File: config.mk
export PLATFORM = sky130hd
export DESIGN_NAME = wr_512b_to_bram
export DESIGN_NICKNAME = d
export VERILOG_FILES = /design/src/rtl/bram_if_pkg.sv /design/src/rtl/wr_512b_to_bram.sv
export SDC_FILE = /design/constraint.sdc
export NUM_CORES = 1
export LEC_CHECK = 0
export CAP_MARGIN = 15
export CORE_ASPECT_RATIO = 1.1
export CORE_MARGIN = 5
export CORE_UTILIZATION = 45
export CTS_CLUSTER_DIAMETER = 80
export CTS_CLUSTER_SIZE = 40
export DETAILED_ROUTE_END_ITERATION = 12
export PLACE_DENSITY = 0.76
export SLEW_MARGIN = 20
export SYNTH_ARGS = -nofsm -noshare
export SYNTH_HDL_FRONTEND = slang
export SYNTH_SLANG_ARGS = --single-unit
File: constraint.sdc
create_clock -name i_clk -period 2.05 [get_ports i_clk]
set_clock_uncertainty 0.05 [all_clocks]
set_input_delay 0.41 -clock i_clk [delete_from_list [all_inputs] [get_ports i_clk]]
set_output_delay 0.41 -clock i_clk [all_outputs]
set_load 0.02 [all_outputs]
File: src/rtl/bram_if_pkg.sv
//------------------------------------------------------------------------------
// Module  : bram_if_pkg
// Brief   : Shared BRAM row-interface widths, FSM state encoding, word select helper.
// Revision: 1.0 - initial release
//------------------------------------------------------------------------------
`default_nettype none

package bram_if_pkg;

    localparam int BRAM_ADDR_W   = 13;
    localparam int BRAM_WORD_W   = 32;
    localparam int WORDS_PER_ROW = 16;
    localparam int ROW_W         = 9;
    localparam int ROW_BITS      = BRAM_WORD_W * WORDS_PER_ROW;
    localparam int WORD_IDX_W    = 4;

    localparam logic [WORD_IDX_W-1:0] LAST_WORD = WORD_IDX_W'(WORDS_PER_ROW - 1);

    typedef enum logic [2:0] {
        ST_IDLE    = 3'd0,
        ST_LATCH   = 3'd1,
        ST_REQ     = 3'd2,
        ST_RELEASE = 3'd3,
        ST_DONE    = 3'd4
    } wr_state_e;

    // Word 0 is the most significant 32 bits of the row.
    function automatic logic [BRAM_WORD_W-1:0] row_word(
        input logic [ROW_BITS-1:0]   row_data,
        input logic [WORD_IDX_W-1:0] idx
    );
        return row_data[ROW_BITS - 1 - BRAM_WORD_W * int'(idx) -: BRAM_WORD_W];
    endfunction

endpackage

`default_nettype wire

File: src/rtl/wr_512b_to_bram.sv
//------------------------------------------------------------------------------
// Module  : wr_512b_to_bram
// Brief   : Writes one 512-bit row into BRAM as 16 sequential 32-bit handshaked
//           writes. Optional WR512_TIMEOUT_EN adds a per-phase ack timeout.
// Revision: 1.0 - initial release
//------------------------------------------------------------------------------
`default_nettype none

module wr_512b_to_bram
    import bram_if_pkg::*;
#(
    parameter int TIMEOUT_CYC = 255
) (
    input  logic                   i_clk,
    input  logic                   i_rstn,
    input  logic                   i_trig,
    output logic                   o_done,
    input  logic [ROW_W-1:0]       i_wr_row_num,
    input  logic [ROW_BITS-1:0]    i_wr_data_512b,
    output logic [BRAM_ADDR_W-1:0] o_wr_to_bram_addr,
    output logic [BRAM_WORD_W-1:0] o_wr_to_bram_data,
    output logic                   o_wr_to_bram_trig,
    input  logic                   i_wr_to_bram_done,
    output logic                   o_err
);

    wr_state_e             state, state_nxt;
    logic [WORD_IDX_W-1:0] word_idx, word_idx_nxt;
    logic                  bram_trig, bram_trig_nxt;
    logic                  done_reg, done_reg_nxt;
    logic [ROW_W-1:0]      row_snap;
    logic [ROW_BITS-1:0]   data_snap;
    logic                  tmo_fire;

    always_ff @(posedge i_clk or negedge i_rstn) begin
        if (!i_rstn) begin
            state     <= ST_IDLE;
            word_idx  <= '0;
            bram_trig <= 1'b0;
            done_reg  <= 1'b0;
            row_snap  <= '0;
            data_snap <= '0;
        end else begin
            state     <= state_nxt;
            word_idx  <= word_idx_nxt;
            bram_trig <= bram_trig_nxt;
            done_reg  <= done_reg_nxt;
            if (state == ST_LATCH) begin
                row_snap  <= i_wr_row_num;
                data_snap <= i_wr_data_512b;
            end
        end
    end

    // Trig is set on the transition into REQ so each word costs 4 cycles with a prompt responder.
    always_comb begin
        state_nxt     = state;
        word_idx_nxt  = word_idx;
        bram_trig_nxt = bram_trig;
        done_reg_nxt  = done_reg;
        case (state)
            ST_IDLE: begin
                done_reg_nxt  = 1'b0;
                bram_trig_nxt = 1'b0;
                if (i_trig) state_nxt = ST_LATCH;
            end
            ST_LATCH: begin
                word_idx_nxt  = '0;
                bram_trig_nxt = 1'b1;
                state_nxt     = ST_REQ;
            end
            ST_REQ: begin
                if (i_wr_to_bram_done) begin
                    bram_trig_nxt = 1'b0;
                    state_nxt     = ST_RELEASE;
                end else if (tmo_fire) begin
                    bram_trig_nxt = 1'b0;
                    state_nxt     = ST_DONE;
                end
            end
            ST_RELEASE: begin
                bram_trig_nxt = 1'b0;
                if (tmo_fire) begin
                    state_nxt = ST_DONE;
                end else if (!i_wr_to_bram_done) begin
                    if (word_idx == LAST_WORD) begin
                        state_nxt = ST_DONE;
                    end else begin
                        word_idx_nxt  = word_idx + 1'b1;
                        bram_trig_nxt = 1'b1;
                        state_nxt     = ST_REQ;
                    end
                end
            end
            ST_DONE: begin
                if (i_trig) begin
                    done_reg_nxt = 1'b1;
                end else begin
                    done_reg_nxt = 1'b0;
                    state_nxt    = ST_IDLE;
                end
            end
            default: begin
                bram_trig_nxt = 1'b0;
                done_reg_nxt  = 1'b0;
                state_nxt     = ST_IDLE;
            end
        endcase
    end

`ifdef WR512_TIMEOUT_EN
    logic [7:0] tmo_cnt;
    logic       err_reg;
    logic       waiting;

    assign waiting  = ((state == ST_REQ) && !i_wr_to_bram_done) ||
                      ((state == ST_RELEASE) && i_wr_to_bram_done);
    assign tmo_fire = waiting && (tmo_cnt == 8'(TIMEOUT_CYC - 1));

    // Counter restarts on every phase change so each REQ and RELEASE gets a full budget.
    always_ff @(posedge i_clk or negedge i_rstn) begin
        if (!i_rstn) begin
            tmo_cnt <= '0;
            err_reg <= 1'b0;
        end else begin
            if (waiting && (state_nxt == state)) tmo_cnt <= tmo_cnt + 8'd1;
            else                                 tmo_cnt <= '0;
            if (state == ST_LATCH)   err_reg <= 1'b0;
            else if (tmo_fire)       err_reg <= 1'b1;
        end
    end

    assign o_err = err_reg;
`else
    assign tmo_fire = 1'b0;
    // Evaluates to constant 0; referencing the parameter keeps both builds lint-identical.
    assign o_err    = (TIMEOUT_CYC < 0);
`endif

    assign o_wr_to_bram_addr = {row_snap, word_idx};
    assign o_wr_to_bram_data = row_word(data_snap, word_idx);
    assign o_wr_to_bram_trig = bram_trig;
    assign o_done            = done_reg & i_trig;

endmodule

`default_nettype wire

Word-level counts from Yosys, hierarchy flattened:

Index checks and enable logic that the tools add are counted.

* register bits: 530
* input bits: 525
* output and inout port bits: 48
* word-level logic and storage cells: 42

* add/subtract/negate cells: 2
* equal/unequal tests: 10
* shift-type cells: 1
* multiplexer cells: 15
* bitwise operators: 2
* reductions and logical operators: 6

Operator list (number)
* $shiftx A543 B10 Y32: 1
* $mux W3: 5
* $pmux W3 S5: 1
* $ne A2 B2 Y1 const B: 5
* $sub A9 B9 Y10 const A: 1
* $mux W4: 2
* $pmux W4 S2: 1
* $eq A3 B2 Y1 const B: 2
* $add A4 B1 Y4 const B: 1
* $eq A4 B4 Y1 const B: 1
* $mux W1: 4
* $pmux W1 S4: 1
* $reduce_and A4 Y1: 1
* $eq A3 B1 Y1 const B: 1
* $eq A3 B3 Y1 const B: 1
* $logic_not A3 Y1: 1
* $reduce_and A3 Y1: 1
* $reduce_or A3 Y1: 1
* $pmux W1 S2: 1
* $reduce_and A2 Y1: 1
* $reduce_bool A2 Y1: 1
* $and A1 B1 Y1: 1
* $not A1 Y1: 1

Depth between registers and ports, before layout:

Gate-level depths: netlist of the first run.

* depth in word-level cells: 4
* depth in mapped cells: 7

Worst setup path after synthesis of the first run:

Ideal clock, no wire load.

* path type: register to output
* start point: reg word_idx[0]
* end point: out o_wr_to_bram_data[12]
* arrival time: 1.798 ns
* data required time: 1.590 ns
* path slack: -0.208 ns
* stages on the path, launching flop included: 6
* buffers on the path: 2
* path through: dfrtp_1 > buf_6 > buf_2 > mux4_1 > a22oi_1 > nand2_1

* longest elaborated chain between the ends: 2

Ends and longest elaborated chain
* start: declaration: line wr_512b_to_bram.sv:28 `logic [WORD_IDX_W-1:0] word_idx, word_idx_nxt;`
* start signal: assignment: line wr_512b_to_bram.sv:45 `word_idx <= word_idx_nxt;`
* $sub A9 B9 Y10: line bram_if_pkg.sv:32 `return row_data[ROW_BITS - 1 - BRAM_WORD_W * int'(idx) -: BRAM_WORD_W];`
* $shiftx A543 B10 Y32: line bram_if_pkg.sv:32
* end: declaration: line wr_512b_to_bram.sv:21 `output logic [BRAM_WORD_W-1:0] o_wr_to_bram_data,`

No other way between the ends.

Worst setup path after layout of the first run:

* start point: reg word_idx[0]
* end point: out o_wr_to_bram_data[13]

Same word-level chain as after synthesis.

==> flow_metrics.py, run 1 <==
metrics = {
    "route": {
        "ant_nets": 0,
        "drtIter0Drc": 1007,
        "drt_wl_total_mm": 80.9,
        "firstDrtPassIters": 5,
        "wl_per_cell_um": 27.0,
        "drc": 0,
        "num_vias": 16600,
        "vias_per_cell": 5.55,
    },
    "clock_network": {
        "cts_sinks": 530,
        "cts.reportedPaths.clkPinSlew_ns": 0.13,
        "clock_tree.buffer_depth": 3,
        "root_buffer": "clkbuf_16",
        "h-tree-depth": 1,
        "cts_buffers": 27,
        "clock_latency_ns": 0.59,
        "tritoncts": "yes",
    },
    "yosys": {
        "synthCells": 1553,
        "synth_top_area_cell": "dfrtp_1",
        "synth_seq_cells": 530,
        "synth_top_area_share_pct": 55.3,
        "synthTopCellsByArea": "dfrtp_1, mux2_2, mux4_2",
        "syn_area_um2": 24000,
        "seq_area_frac_synth_pct": 55.3,
        "ys_types": 35,
        "postSynthAreaPerCell_um2": 15.5,
        "ys.warnings.count": 0,
        "synth_fp_nets": 2079,
    },
    "power": {
        "power_leakage_nw": 15.4,
        "power.total_mw": 37.2,
        "powerDensity_nw_per_um2": 1080,
        "irDropWorstVdd_mv": 1.07,
    },
    "placed_design": {
        "post_dp_cell_area_um2": 31900,
        "dp_cells": 2877,
        "gp_congestion": 0.881,
        "post-dp-hpwl_mm": 60.5,
        "portBuffers": 571,
        "post-place-ws_ns": -0.884,
    },
    "cells_and_area": {
        "layout_common_cells": "dfrtp_1, clkdlybuf4s50_1, mux2_2",
        "fillers": 3764,
        "largest_register_ffs": 512,
        "reg_top3": "data_snap (512), row_snap (9), word_idx (4)",
        "final_util_pct": 65.6,
        "layout.nets": 2806,
        "fin_area_um2": 34500,
        "regMostFlops": "data_snap",
        "layout_commonest_cell": "dfrtp_1",
        "final_layout_size_suffix_gt1_share_pct": 43.4,
        "area_growth_pct": 43.8,
        "finalNonFillerCells": 2994,
    },
    "die": {
        "ios": 573,
        "die_area_um2": 58000,
        "initial_core_util_pct": 45.6,
        "die_w_um": 230,
        "row_count": 88,
        "core_um2": 52600,
        "dieHeight_um": 252,
    },
    "global_route": {
        "grt_antenna_before_repair": 25,
        "grt_max_degree": 71,
        "track_usage_pct": 27.1,
        "grt_pass1_wl_mm": 118,
        "grt_overflow_total": 0,
        "grt_pass1_vias": 18400,
    },
    "critical_path": {
        "critical_path.max_fanout": 8,
        "critPathLaunch": "word_idx[0]$_DFFE_PN0P_",
        "end_kind": "output port",
        "crit_required_ns": 1.59,
        "cp.arrival_ns": 2.58,
        "cp-start-kind": "register",
        "timing.rr.start": "word_idx[1]$_DFFE_PN0P_",
        "critPathKind": "register to output port",
    },
    "timing": {
        "drv_slew": 0,
        "slew_headroom_pct": 63.7,
        "rsz0062_at_grt": "yes",
        "hold_violations": 0,
        "fmax_ghz": 0.329,
        "setup_slack_ns": -0.990,
        "report.final.setup_viol": 33,
        "setup_tns_ns": -29.24,
        "finalCritPeriodShare_pct": 148,
        "holdWs_ns": 0.290,
        "tightest_slew_ns": 0.545,
        "fin_crit_ns": 3.04,
    },
    "run": {
        "drv_cap": 0,
    },
    "run_status": {
        "outcome": "finished with violations",
        "violations": "negative setup slack",
    },
    "min_path": {
        "hold_class": "input port to async pin",
    },
}
==> worst max-delay path, stage by stage (launching register included) <==
cell	delay, ns
dfrtp_4	0.53
buf_12	0.21
buf_12	0.14
buf_8	0.11
mux4_2	0.60
a22oi_2	0.16
nand2_1	0.09
buf_6	0.14
==> Yosys cell counts (all sizes together) <==
library cell	count
nand2b	1
nor4	1
mux4	64
a211oi	1
and2	2
a22oi	34
ha	1
and3	1
clkbuf	18
o21ai	37
mux2i	128
nand2	33
nor3	1
buf	95
nor2b	3
a21oi	3
o21bai	1
o32ai	1
nand3	3
dfrtp	530
inv	2
a22o	1
a31oi	1
mux2	522
o41ai	1
conb	1
nor2	3
a221oi	64
==> cells by family (layout without fill, tap and decap cells) <==
group / after synthesis / after routing / share of synthesized area (%)
fa+ha+maj: 1 / 1 / 0.0521
other cells: 1 / 20 / 0.0156
compound gates: 144 / 144 / 4.43
simple gates: 48 / 48 / 0.897
mux: 714 / 714 / 35.9
flops: 530 / 530 / 55.3
buf+inv: 115 / 862 / 3.40
==> report_power, final <==
group          switching [mW]  internal (mW)
Combinational            8.30           9.09
Sequential              0.866           11.8
Clock                    4.17           2.91
==> layout make-up <==
type                    count  area, um^2  area share [%]
diodes                     19        47.5           0.138
clock buffers              27         676            1.96
clock inverters            22         397            1.15
inverters                   2        7.51          0.0218
multi-input cells         908       10800            31.2
flip-flops and latches    530       13300            38.5
well taps                 675         845            2.45
repair buffers            811        8500            24.6
==> routing by layer <==
layer | track usage [%] | vias up | routed length (um)
met2 | 46.1 | 560 | 40500
met3 | 6.66 | 136 | 5580
li1 | - | 7325 | -
met5 | 0 | - | 98
met4 | 9.84 | 14 | 3000
met1 | 33.8 | 8581 | 31700
==> what timing repair did <==
item,in CTS,in global routing
hold endpoints to repair,35,0
gates cloned,11,1
setup buffers,35,6
gates resized for setup,307,68
pin swaps,51,34
setup endpoints to repair,46,35
hold buffers,1,0
==> worst paths after layout <==
path                                              end  slack [ns]  cells after the start
min                        data_snap[351]$_DFFE_PN0P_        0.29                      2
max reg2reg                   word_idx[0]$_DFFE_PN0P_        0.11                      7
max in group asynchronous  data_snap[326]$_DFFE_PN0P_        0.79                      3
min reg2reg                data_snap[457]$_DFFE_PN0P_        0.45                      1
min in group i_clk         data_snap[431]$_DFFE_PN0P_        0.33                      2
max                             o_wr_to_bram_data[13]       -0.99                      7
Power figures use the tool's default switching activity.
==> run 2: changes to the inputs <==
- CORE_UTILIZATION: 45 -> 50
- PLACE_DENSITY: 0.76 -> 0.8
- REMOVE_ABC_BUFFERS: unset -> 1
- clock period: 2.05 -> 3.9 ns (I/O delays scaled with it)
==> flow_metrics.py, run 2 (synthesized netlist as in run 1, its figures left out) <==
metrics = {
    "critical_path": {
        "end_kind": "output port",
        "rr_endpoint": "data_snap[272]$_DFFE_PN0P_",
        "cp.arrival_ns": 2.98,
        "critPathLaunch": "word_idx[2]$_DFFE_PN0P_",
        "critical_path.max_fanout": 42,
        "critPathKind": "register to output port",
        "cp-start-kind": "register",
        "worstPathCellList": "buf_12, and2_4, buf_8, a221oi_1, a22oi_1, nand2_1, clkdlybuf4s50_1",
        "critPathSlowestCell": "clkdlybuf4s50_1",
        "timing.rr.start": "state[2]$_DFFE_PN0P_",
        "crit_end": "o_wr_to_bram_data[30]",
        "reg2reg_setup_slack_ns": 1.41,
        "crit_required_ns": 3.07,
        "rr_worst_depth": 4,
        "critPathMaxStageDelay_ns": 0.56,
    },
    "cells_and_area": {
        "layout.nets": 2611,
        "layout_commonest_cell": "clkdlybuf4s50_1",
        "reg_top3": "data_snap (512), row_snap (9), word_idx (4)",
        "fillers": 3410,
        "regMostFlops": "data_snap",
        "final_layout_size_suffix_gt1_share_pct": 30.3,
        "area_growth_pct": 31.8,
        "layout_common_cells": "clkdlybuf4s50_1, dfrtp_1, mux2_2",
        "finalNonFillerCells": 2775,
        "final_util_pct": 66.5,
        "largest_register_ffs": 512,
    },
    "global_route": {
        "use_met1_pct": 30.9,
        "use_met2_pct": 43.3,
        "use_met3_pct": 5.78,
        "grt_pass1_vias": 17300,
        "top_usage_layer": "met2",
        "grt_pass1_wl_mm": 101,
        "grt_antenna_before_repair": 25,
        "grt_overflow_total": 0,
        "grt_max_degree": 140,
        "track_usage_pct": 25.0,
    },
    "die": {
        "initial_core_util_pct": 50.4,
        "die_area_um2": 52500,
        "core_um2": 47600,
        "row_count": 84,
        "dieHeight_um": 240,
        "die_w_um": 219,
        "ios": 573,
    },
    "route": {
        "drc": 0,
        "drtIter0Drc": 1039,
        "num_vias": 15700,
        "ant_nets": 0,
        "wl_per_cell_um": 24.3,
        "vias_per_cell": 5.64,
        "drt_wl_total_mm": 67.5,
        "firstDrtPassIters": 5,
    },
    "power": {
        "irDropWorstVdd_mv": 0.411,
        "powerDensity_nw_per_um2": 521,
        "power_leakage_nw": 14.2,
    },
    "placed_design": {
        "portBuffers": 571,
        "dp_cells": 2690,
        "gp_congestion": 0.853,
        "post-dp-hpwl_mm": 47.9,
        "post-place-ws_ns": 0.186,
    },
    "clock_network": {
        "h-tree-depth": 1,
        "cts_hold_buf": 0,
        "tritoncts": "yes",
        "cts.reportedPaths.clkPinSlew_ns": 0.10,
        "cts_sinks": 530,
        "clock_tree.buffer_depth": 3,
        "root_buffer": "clkbuf_16",
        "cts_buffers": 31,
        "clock_latency_ns": 0.60,
    },
    "timing": {
        "rsz0062_at_grt": "yes",
        "finalCritPeriodShare_pct": 97.6,
        "fmax_ghz": 0.263,
        "holdWs_ns": 0.124,
        "drv_slew": 0,
        "hold_violations": 0,
        "report.final.setup_viol": 0,
        "fin_crit_ns": 3.81,
        "setup_slack_ns": 0.0950,
        "tightest_slew_ns": 0.839,
        "slew_headroom_pct": 44.1,
        "setup_tns_ns": 0,
    },
    "run_status": {
        "outcome": "finished clean",
    },
    "run": {
        "drv_cap": 0,
    },
    "min_path": {
        "hold_class": "input port to async pin",
    },
}
run 2: report_power, final:
group | internal [mW] | switching (mW) | total [mW] | leakage, nW
sequential | 6.21 | 0.406 | 6.62 | 6.93
clock | 1.65 | 2.21 | 3.86 | 0.555
combinational | 3.03 | 2.96 | 5.99 | 6.70
run 2: worst min path at each step:
| stage | end | slack, ns | cells past startpoint |
|---|---|---|---|
| 3_5_place_dp | data_snap[467]$_DFFE_PN0P_ | 0.42 | 1 |
| 5_1_grt | data_snap[227]$_DFFE_PN0P_ | 0.15 | 1 |
| 4_1_cts | data_snap[396]$_DFFE_PN0P_ | 0.13 | 1 |
| 6_report | data_snap[227]$_DFFE_PN0P_ | 0.12 | 1 |
| 3_3_place_gp | data_snap[420]$_DFFE_PN0P_ | 0.41 | 1 |
| 2_1_floorplan | data_snap[460]$_DFFE_PN0P_ | 0.40 | 1 |
run 2: timing repair:
action                     4_1_cts  5_1_grt
gates resized for setup         15       20
gates cloned                     1        0
buffers inserted                 6        0
setup endpoints to repair       32       16
run 2: cell type report:
type	instances	area [um^2]	area share, %
Inverter	2	7.51	0.0237
Clock inverter	25	378	1.19
Antenna cell	22	55.1	0.174
Sequential cell	530	13300	42.0
Tap cell	645	807	2.55
Clock buffer	31	776	2.45
Multi-Input combinational cell	909	10000	31.7
Timing Repair Buffer	611	6300	19.9
run 2: critical path: cells and delay by family (launching register included):
family | cells | cell delay (ns)
DFF | 1 | 0.43
AOI/OAI and AO/OA | 2 | 0.39
and+or+nand+nor | 2 | 0.34
buffers and inverters | 3 | 1.17
run 2: layer usage:
| layer | vias to the layer above | share of wire [%] |
|---|---|---|
| met1 | 8037 | 38 |
| met4 | 12 | 3.4 |
| met3 | 136 | 6.7 |
| met2 | 555 | 52 |
| li1 | 6910 | - |
| met5 | - | 0.11 |
run 2: per-stage QoR:
step	instance area, um^2	total power [mW]
2_1_floorplan	23200	10.3
3_3_place_gp	30200	12.4
3_5_place_dp	30200	12.5
4_1_cts	31500	16.6
5_1_grt	31600	17.2
6_report	31600	16.5
